File: config.mk
export PLATFORM = sky130hd
export DESIGN_NAME = trivium_stream_ctrl_flat
export DESIGN_NICKNAME = d
export VERILOG_FILES = /design/src/rtl/trivium_stream_ctrl_pkg.sv /design/src/rtl/trivium_stream_ctrl_if.sv /design/src/rtl/trivium_stream_ctrl.sv /design/src/flat_wrapper.sv
export SDC_FILE = /design/constraint.sdc
export NUM_CORES = 1
export LEC_CHECK = 0
export ABC_CLOCK_PERIOD_IN_PS = 10800
export BUFFER_PORTS_ARGS = -buffer_cell sky130_fd_sc_hd__buf_2
export CAP_MARGIN = 5
export CORE_AREA = 2 2 134 136
export CTS_CLUSTER_DIAMETER = 30
export DETAILED_ROUTE_END_ITERATION = 6
export DIE_AREA = 0 0 136 138
export PLACE_DENSITY_LB_ADDON = 0.15
export SLEW_MARGIN = 40
export SYNTH_ARGS = -nofsm -noshare
export SYNTH_HDL_FRONTEND = slang
export SYNTH_SLANG_ARGS = --single-unit
File: constraint.sdc
create_clock -name clk -period 10.8 [get_ports clk]
set_input_delay 0.54 -clock clk [delete_from_list [all_inputs] [get_ports clk]]
set_output_delay 0.54 -clock clk [all_outputs]
set_load 0.05 [all_outputs]
File: src/rtl/trivium_stream_ctrl_pkg.sv
// Shared types and defaults for the Trivium keystream sequencer.
package trivium_pkg;

  localparam int TRIVIUM_KEY_W  = 80;
  localparam int TRIVIUM_IV_W   = 80;
  localparam int TRIVIUM_WARMUP = 1152;

  typedef enum logic [2:0] {
    ST_IDLE,
    ST_LOAD,
    ST_WARM,
    ST_FILL,
    ST_RUN
  } trivium_ctrl_state_t;

endpackage

File: src/rtl/trivium_stream_ctrl_if.sv
// Plaintext-in / ciphertext-out byte streams, valid/ready on both sides.
interface trivium_stream_ctrl_if;
  logic       in_valid;
  logic       in_ready;
  logic [7:0] in_data;
  logic       out_valid;
  logic       out_ready;
  logic [7:0] out_data;

  // Datapath side: offers plaintext, consumes ciphertext.
  modport master (
    output in_valid, in_data, out_ready,
    input  in_ready, out_valid, out_data
  );

  // Sequencer side.
  modport slave (
    input  in_valid, in_data, out_ready,
    output in_ready, out_valid, out_data
  );
endinterface

File: src/rtl/trivium_stream_ctrl.sv
// Trivium sequencer: keys the sibling core, runs warm-up, packs keystream
// bits LSB-first into bytes and XORs each byte with one plaintext byte.
module trivium_stream_ctrl
  import trivium_pkg::*;
#(
  parameter int WARMUP = TRIVIUM_WARMUP,
  parameter int KEY_W  = TRIVIUM_KEY_W,
  parameter int IV_W   = TRIVIUM_IV_W
) (
  input  logic                 clk,
  input  logic                 rst,
  input  logic                 start,
  input  logic [KEY_W-1:0]     key,
  input  logic [IV_W-1:0]      iv,
  trivium_stream_ctrl_if.slave bus,
  output logic                 keyed,
  output logic                 core_load,
  output logic [KEY_W-1:0]     core_key,
  output logic [IV_W-1:0]      core_iv,
  output logic                 core_en,
  input  logic                 core_ks
);

  localparam int WCW = $clog2(WARMUP + 1);

  trivium_ctrl_state_t state_q, state_d;
  logic [WCW-1:0]   wcnt_q, wcnt_d;
  logic [2:0]       bcnt_q, bcnt_d;
  logic [7:0]       ks_q, ks_d;
  logic [KEY_W-1:0] key_q, key_d;
  logic [IV_W-1:0]  iv_q, iv_d;
  logic             ov_q, ov_d;
  logic [7:0]       od_q, od_d;
  logic             in_ready_c;
  logic             in_fire;

  // State and datapath registers; reset forces a full re-key.
  always_ff @(posedge clk or posedge rst) begin
    if (rst) begin
      state_q <= ST_IDLE;
      wcnt_q  <= '0;
      bcnt_q  <= '0;
      ks_q    <= '0;
      key_q   <= '0;
      iv_q    <= '0;
      ov_q    <= 1'b0;
      od_q    <= '0;
    end else begin
      state_q <= state_d;
      wcnt_q  <= wcnt_d;
      bcnt_q  <= bcnt_d;
      ks_q    <= ks_d;
      key_q   <= key_d;
      iv_q    <= iv_d;
      ov_q    <= ov_d;
      od_q    <= od_d;
    end
  end

  // Next-state, byte packing and stream handshakes; start overrides all.
  always_comb begin
    state_d = state_q;
    wcnt_d  = wcnt_q;
    bcnt_d  = bcnt_q;
    ks_d    = ks_q;
    key_d   = key_q;
    iv_d    = iv_q;
    ov_d    = ov_q;
    od_d    = od_q;

    // Accept only while holding a fresh keystream byte and the output slot
    // is free or draining this cycle; a re-key request blocks acceptance.
    in_ready_c = (state_q == ST_RUN) && !start && (!ov_q || bus.out_ready);
    in_fire    = in_ready_c && bus.in_valid;

    if (ov_q && bus.out_ready) ov_d = 1'b0;

    case (state_q)
      ST_LOAD: begin
        wcnt_d  = '0;
        state_d = ST_WARM;
      end
      ST_WARM: begin
        wcnt_d = wcnt_q + WCW'(1);
        if (wcnt_q == WCW'(WARMUP - 1)) begin
          bcnt_d  = '0;
          state_d = ST_FILL;
        end
      end
      ST_FILL: begin
        ks_d[bcnt_q] = core_ks;
        bcnt_d       = bcnt_q + 3'd1;
        if (bcnt_q == 3'd7) state_d = ST_RUN;
      end
      ST_RUN: begin
        if (in_fire) begin
          od_d    = bus.in_data ^ ks_q;
          ov_d    = 1'b1;
          bcnt_d  = '0;
          state_d = ST_FILL;
        end
      end
      default: ;
    endcase

    if (start) begin
      key_d   = key;
      iv_d    = iv;
      ov_d    = 1'b0;
      state_d = ST_LOAD;
    end
  end

  assign bus.in_ready  = in_ready_c;
  assign bus.out_valid = ov_q;
  assign bus.out_data  = od_q;

  assign keyed     = ((state_q == ST_FILL) || (state_q == ST_RUN)) && !start;
  assign core_load = (state_q == ST_LOAD);
  assign core_en   = ((state_q == ST_WARM) || (state_q == ST_FILL)) && !start;
  assign core_key  = key_q;
  assign core_iv   = iv_q;

endmodule

File: src/flat_wrapper.sv
// flat-port wrapper written by rule: the top's interface ports become plain ports
module trivium_stream_ctrl_flat import trivium_pkg::*;
#(
  parameter int WARMUP = TRIVIUM_WARMUP,
  parameter int KEY_W  = TRIVIUM_KEY_W,
  parameter int IV_W   = TRIVIUM_IV_W
)
  (clk, rst, start, key, iv, keyed, core_load, core_key, core_iv, core_en, core_ks, bus_in_valid, bus_in_data, bus_out_ready, bus_in_ready, bus_out_valid, bus_out_data);
  trivium_stream_ctrl_if bus_i ();
  input  logic clk;
  input  logic rst;
  input  logic start;
  input  logic [KEY_W-1:0] key;
  input  logic [IV_W-1:0] iv;
  output logic keyed;
  output logic core_load;
  output logic [KEY_W-1:0] core_key;
  output logic [IV_W-1:0] core_iv;
  output logic core_en;
  input  logic core_ks;
  input wire logic [$bits(bus_i.in_valid)-1:0] bus_in_valid;
  input wire logic [$bits(bus_i.in_data)-1:0] bus_in_data;
  input wire logic [$bits(bus_i.out_ready)-1:0] bus_out_ready;
  output wire logic [$bits(bus_i.in_ready)-1:0] bus_in_ready;
  output wire logic [$bits(bus_i.out_valid)-1:0] bus_out_valid;
  output wire logic [$bits(bus_i.out_data)-1:0] bus_out_data;
  assign bus_i.in_valid = bus_in_valid;
  assign bus_i.in_data = bus_in_data;
  assign bus_i.out_ready = bus_out_ready;
  assign bus_in_ready = bus_i.in_ready;
  assign bus_out_valid = bus_i.out_valid;
  assign bus_out_data = bus_i.out_data;
  trivium_stream_ctrl #(.WARMUP(WARMUP), .KEY_W(KEY_W), .IV_W(IV_W)) u_core (.clk(clk), .rst(rst), .start(start), .key(key), .iv(iv), .bus(bus_i), .keyed(keyed), .core_load(core_load), .core_key(core_key), .core_iv(core_iv), .core_en(core_en), .core_ks(core_ks));
endmodule
==> reports/results.txt, run 1 <==
Fmax = 388 MHz
Status = finished clean
Minimum clock period = 2580 ps
Max capacitance violation total = 0
IO Count = 347
Post-Synthesis Cells = 504
Detailed Route WL = 19300 um
Post-CTS sizing = 0
Commonest non-fill, non-tap cell in the layout = buf_2
Initial Util = 0.439
Clock Pin Slew Worst Setup and Hold Paths = 70 ps
Total power = 1.99 mW
Gr usage total = 0.206
Max clock buf depth = 2
Final Cycle Share = 0.238
Ys flop type = dfrtp_1
DRT Pass-1 Iters = 5
Worst R2R Path Depth = 3
CTS Sinks = 194
Setup TNS = 0 ps
Vias = 5385
Post-Synthesis Cell Area = 7700 um2
Post-synthesis sequential area ratio = 0.630
Die area = 18800 um2
Inst Count DP = 1054
P_leak = 4.99 nW
Final core utilization = 0.583
Clk_skew = 7.64 ps
Async SR Flop Fraction = 1.00
RSZ-0062 raised after global routing = no
CTS H-tree depth = 4
Routability cong. = 0.870
CP Launch Point = u_core.state_q[0]
Vias in the first global route = 5780
Core area = 17500 um2
CP endpoint = core_load
# rows = 49
Critical Path Fanout Max = 14
Initial DRC count = 196
Min-delay worst type = in -> async
Nets = 1021
Layout Cells excl Fill = 1086
PortBufs = 346
Startpoint types = register
Most frequent cells in the layout = buf_2, dfrtp_1, mux2_2, clkbuf_16
DR vias/cell = 4.96
CTS tree = done
Syn Nets = 681
Die Wd = 136 um
Synth cell types = 41
Clk Latency, worst-skew pair = 420 ps
Seq cells post-synth = 194
Post-synth EDFFs = 0
GR Overflow Total = 0
Final Max Slew Viols = 0
Reg2Reg Launch Point = u_core.state_q[0]
CTS buffer count = 17
Largest net degree at the start of global routing = 118
Hold_buf cts = 0
Slew @ Worst Pin = 737 ps
Antenna-violating nets left = 0
Worst vdd ir = 0.106 mV
Postcts setup bufs = 0
Worst Path Required = 10260 ps
Mean Syn Cell Area = 15.3 um2
First-pass GRT wire length = 30200 um
Final setup viols = 0
Root Buffer = clkbuf_16
Worst R2R End = u_core.bus.out_data[0]
Hpwl dp = 14300 um
Die Ht = 138 um
Power per cell area = 195 nW/um2
Initial antenna violation count = 1
Kind of critical path = reg -> out
R2r setup slk = 8630 ps
Synth warn = 0
Rel. slew slack = 0.509
DRC Markers = 0
Area Overhead vs Synth = 32.7%
WL/cell = 17.7 um
Proportion of layout cells with a drive suffix above 1 = 0.659
Setup crit end kind = output pin
Final hold vios = 0
WP data arrival = 2040 ps
==> logic make-up after synthesis <==
group | after synthesis | synth area share
and+or+nand+nor | 58 | 0.0429
AOI/OAI and AO/OA | 26 | 0.0258
xor gates and xnor gates | 8 | 0.00909
DFF | 194 | 0.630
muxes | 183 | 0.271
buffers and inverters | 32 | 0.0167
adders and majority gates | 3 | 0.00487
==> how the worst min path moves through the flow <==
stage,depth (start not counted),slack (ps),from,end
after floorplan,1,440,u_core.wcnt_q[10],u_core.wcnt_q[10]
after global placement,1,460,u_core.wcnt_q[10],u_core.wcnt_q[10]
after detailed placement,1,480,u_core.wcnt_q[10],u_core.wcnt_q[10]
after CTS,2,310,rst,u_core.core_iv[19]
after global routing,2,220,rst,u_core.core_iv[16]
final,2,180,rst,u_core.core_iv[19]
==> critical path: stages (launching register included) <==
cell and delay, ps:
dfrtp_1 590, or3b_2 620, inv_1 110, buf_2 290
==> metal layers <==
layer	track usage	up-vias	routed length (um)
li1	-	2497	-
met1	0.240	2659	7410
met2	0.353	196	9940
met3	0.0605	33	1380
met4	0.0877	0	526
met5	0	-	0
==> metrics by stage <==
step | setup WS (ps) | area (um2) | hold WS, ps
finish | 8220 | 10200 | 181
global route | 8130 | 10200 | 221
CTS | 8230 | 10200 | 312
detailed placement | 8410 | 9650 | 481
global placement | 8360 | 9640 | 458
floorplan | 4980 | 7700 | 440
==> flip-flops by register name (all words and copies together) (netlist names) <==
register	cells
u_core.bus.out_data	8
u_core.ks_q	8
u_core.wcnt_q	11
u_core.bcnt_q	3
u_core.bus.out_valid	1
u_core.core_iv	80
u_core.state_q	3
u_core.core_key	80
==> Yosys cell counts (3+ instances only) <==
cell type | count | share of area
nor2b_1 | 4 | 0.0032
mux2i_1 | 5 | 0.0065
nor2_1 | 7 | 0.0034
o311ai_0 | 8 | 0.0091
nor3_1 | 4 | 0.0026
xor2_1 | 8 | 0.0091
nor3b_1 | 3 | 0.0029
o21ai_0 | 3 | 0.0019
clkbuf_1 | 26 | 0.013
nand2_1 | 12 | 0.0058
dfrtp_1 | 194 | 0.63
mux2_4 | 8 | 0.016
inv_1 | 4 | 0.0019
nand3_1 | 12 | 0.0078
mux2_2 | 170 | 0.25
ha_1 | 3 | 0.0049
==> power by group <==
part           internal [mW]  switching, mW  leakage [nW]
registers              0.814         0.0614          2.32
logic                  0.163          0.353          2.40
clock network          0.309          0.293         0.266
==> area by class of cell <==
cell class | count | area [um2]
multi-input cells | 278 | 2730
clock buffers | 18 | 439
diodes | 1 | 2.50
clock inverters | 13 | 118
inverters | 4 | 27.5
flip-flops and latches | 194 | 4850
well taps | 229 | 287
fillers | 1467 | 7310
repair buffers | 349 | 1770
(Power assumes the default switching activity.)
==> run 2, diff against run 1 <==
--- a/config.mk
+++ b/config.mk
@@ -5,13 +5,15 @@
 export SDC_FILE = /design/constraint.sdc
 export NUM_CORES = 1
 export LEC_CHECK = 0
-export ABC_CLOCK_PERIOD_IN_PS = 10800
+export ABC_AREA = 1
+export ABC_CLOCK_PERIOD_IN_PS = 2100
 export BUFFER_PORTS_ARGS = -buffer_cell sky130_fd_sc_hd__buf_2
 export CAP_MARGIN = 5
-export CORE_AREA = 2 2 134 136
+export CORE_ASPECT_RATIO = 0.7
+export CORE_MARGIN = 2
+export CORE_UTILIZATION = 43
 export CTS_CLUSTER_DIAMETER = 30
 export DETAILED_ROUTE_END_ITERATION = 6
-export DIE_AREA = 0 0 136 138
 export PLACE_DENSITY_LB_ADDON = 0.15
 export SLEW_MARGIN = 40
 export SYNTH_ARGS = -nofsm -noshare
==> constraint.sdc (replaced) <==
create_clock -name clk -period 2.1 [get_ports clk]
set_input_delay 0.105 -clock clk [delete_from_list [all_inputs] [get_ports clk]]
set_output_delay 0.105 -clock clk [all_outputs]
set_load 0.05 [all_outputs]
==> reports/results.txt, run 2 <==
Simple-gate share of the synthesized area = 0.284
Post-synth EDFFs = 0
Commonest non-fill, non-tap cell in the layout = nand2_1
Die Ht = 116 um
R2r setup slk = 470 ps
Synth cell types = 30
Xor/xnor cell area share of the yosys netlist = 0.00905
IO Count = 347
WL/cell = 14.2 um
Cell taking the most area after synthesis = dfrtp_1
Final setup viols = 0
First-pass GRT wire length = 35900 um
Most frequent cells in the layout = nand2_1, buf_2, dfrtp_1, dlygate4sd3_1, inv_1
Nets = 1571
Post-CTS sizing = 0
Final hold vios = 0
Vias in the first global route = 7322
CTS Sinks = 194
Post-Synthesis Cell Area = 7740 um2
Routability cong. = 0.806
Setup TNS = 0 ps
CP Launch Point = u_core.state_q[2]
Antenna-violating nets left = 0
Part of the power in registers = 0.404
CTS tree = done
P_leak = 6.72 nW
Worst R2R End = u_core.state_q[0]
Clk Latency, worst-skew pair = 430 ps
Fmax = 550 MHz
Clock Pin Slew Worst Setup and Hold Paths = 70 ps
DRC Markers = 0
Reg2Reg Launch Point = u_core.wcnt_q[0]
WP data arrival = 1710 ps
Setup crit end kind = output pin
Post-route design area = 12000 um2
Status = finished clean
Net Sw Frac = 0.384
Clock share of power = 0.293
Placed instance area = 9750 um2
Proportion of layout cells with a drive suffix above 1 = 0.291
Worst R2R Path Depth = 8
Pint = 6.90 mW
Final Cycle Share = 0.866
Die Wd = 164 um
Max clock buf depth = 2
Root Buffer = clkbuf_16
Hpwl dp = 14300 um
Minimum clock period = 1820 ps
Fillers = 1407
Area share of fa/ha/maj cells after synthesis = 0.00485
Clk_skew = 11.5 ps
DR vias/cell = 4.55
RSZ-0062 raised after global routing = no
Total power = 11.2 mW
Top area cells in the synthesized netlist = dfrtp_1, nand2_1, inv_1
DRT Pass-1 Iters = 4
Synth cell count leaders = nand2_1, dfrtp_1, inv_1
Detailed Route WL = 23300 um
Initial Util = 0.434
Final Max Slew Viols = 0
Area Overhead vs Synth = 55.6%
Post-Synthesis Cells = 889
Largest family of logic cells by synthesized area = simple AND/OR/NAND/NOR gates
Core area = 17900 um2
Slew @ Worst Pin = 714 ps
Largest stage delay, worst path = 430 ps
PortBufs = 346
Post-synthesis sequential area ratio = 0.627
Combinational share of power = 0.303
Critical Path Fanout Max = 5
Slowest CP cell = dfrtp_1
Min-delay worst type = in -> reg
CP endpoint = core_load
Seq cells post-synth = 194
Gr usage total = 0.239
Rel. slew slack = 0.524
CTS H-tree depth = 4
Mux cell area share after synthesis = 0
Syn Nets = 1066
# rows = 41
Max capacitance violation total = 0
Worst Path Required = 2000 ps
Initial antenna violation count = 1
Synth warn = 0
Die area = 19100 um2
Ys flop type = dfrtp_1
Power per cell area = 929 nW/um2
Async SR Flop Fraction = 1.00
Kind of critical path = reg -> out
Synth top area share = 0.627
Vias = 7488
Post-synthesis compound-gate area fraction = 0.0389
Top-count cell post-synth = nand2_1
GR Overflow Total = 0
CTS buffer count = 17
Sw power = 4.29 mW
Worst vdd ir = 0.606 mV
Initial DRC count = 463
Largest net degree at the start of global routing = 127
Startpoint types = register
Worst-path cell chain = inv_1, nand2_1, nor2_1, buf_2
Mean Syn Cell Area = 8.71 um2
## run 2: cell types whose count changed after synthesis, sizes merged, moves of 5 or more
| cell | delta |
|---|---|
| o21ai | +18 |
| buf | +22 |
| xor2 | -8 |
| a21oi | +11 |
| nor2 | +18 |
| xnor2 | +8 |
| clkbuf | -12 |
| o311ai | -8 |
| inv | +25 |
| nand2 | +516 |
| mux2 | -178 |
| mux2i | -5 |
| a31oi | +6 |
## run 2: through the flow
stage	cells	hold slack (ps)	utilization	setup slack (ps)
after floorplan	889	218	-	-509
after global placement	1442	135	0.546	586
after detailed placement	1442	134	0.546	538
after CTS	1643	1.68	0.675	271
after global routing	1644	12.8	0.675	147
final	1644	10.7	0.675	282
## run 2: cells by family (layout without fill, tap and decap cells)
logic type	count (synthesis)	in the layout
xor gates and xnor gates	8	8
other	0	1
and+or+nand+nor	569	569
AOI/OAI and AO/OA	48	48
buffers and inverters	67	585
DFF	194	194
adders and majority gates	3	3
## run 2: worst max-delay path, delay by kind of cell, from the launching register on
family / cells / cell delay, ps
flip-flops: 1 / 430
buffers and inverters: 2 / 480
AND/OR/NAND/NOR: 2 / 380
## run 2: worst min-delay path by stage
stage / from / endpoint / slack (ps) / cells past startpoint
after floorplan: key[0] / u_core.core_key[0] / 220 / 2
after global placement: rst / u_core.core_key[41] / 130 / 2
after detailed placement: rst / u_core.core_key[41] / 130 / 2
after CTS: bus_in_data[0] / u_core.bus.out_data[0] / 2 / 3
after global routing: bus_in_data[0] / u_core.bus.out_data[0] / 10 / 3
final: bus_in_data[0] / u_core.bus.out_data[0] / 10 / 3
## run 2: routing by layer
layer,GRT usage,part of all wire
met1,0.303,0.42
met2,0.403,0.49
met3,0.0575,0.057
met4,0.0933,0.026
met5,0,0
## run 2: what timing repair did
item | 4_1_cts | 5_1_grt
endpoints found under the setup margin | 0 | 0
endpoints found under the hold margin | 177 | 0
hold buffers | 169 | 0
setup buffers | 0 | 0
## run 2: power by group through the flow
stage | combinational, mW | clock (mW) | sequential (mW)
after global routing | 3.66 | 3.52 | 4.59
final | 3.39 | 3.27 | 4.53
after floorplan | 1.12 | 0 | 5.73
after CTS | 3.39 | 3.34 | 4.52
after global placement | 3.11 | 0 | 4.57
after detailed placement | 3.14 | 0 | 4.58
## run 2: layout make-up
class / instances / area [um2] / area share
multi-input cells: 628 / 2610 / 0.217
repair buffers: 524 / 3570 / 0.296
inverters: 29 / 115 / 0.00956
flip-flops and latches: 194 / 4850 / 0.403
diodes: 1 / 2.50 / 0.000208
clock inverters: 15 / 173 / 0.0143
clock buffers: 17 / 425 / 0.0353
well taps: 236 / 295 / 0.0245
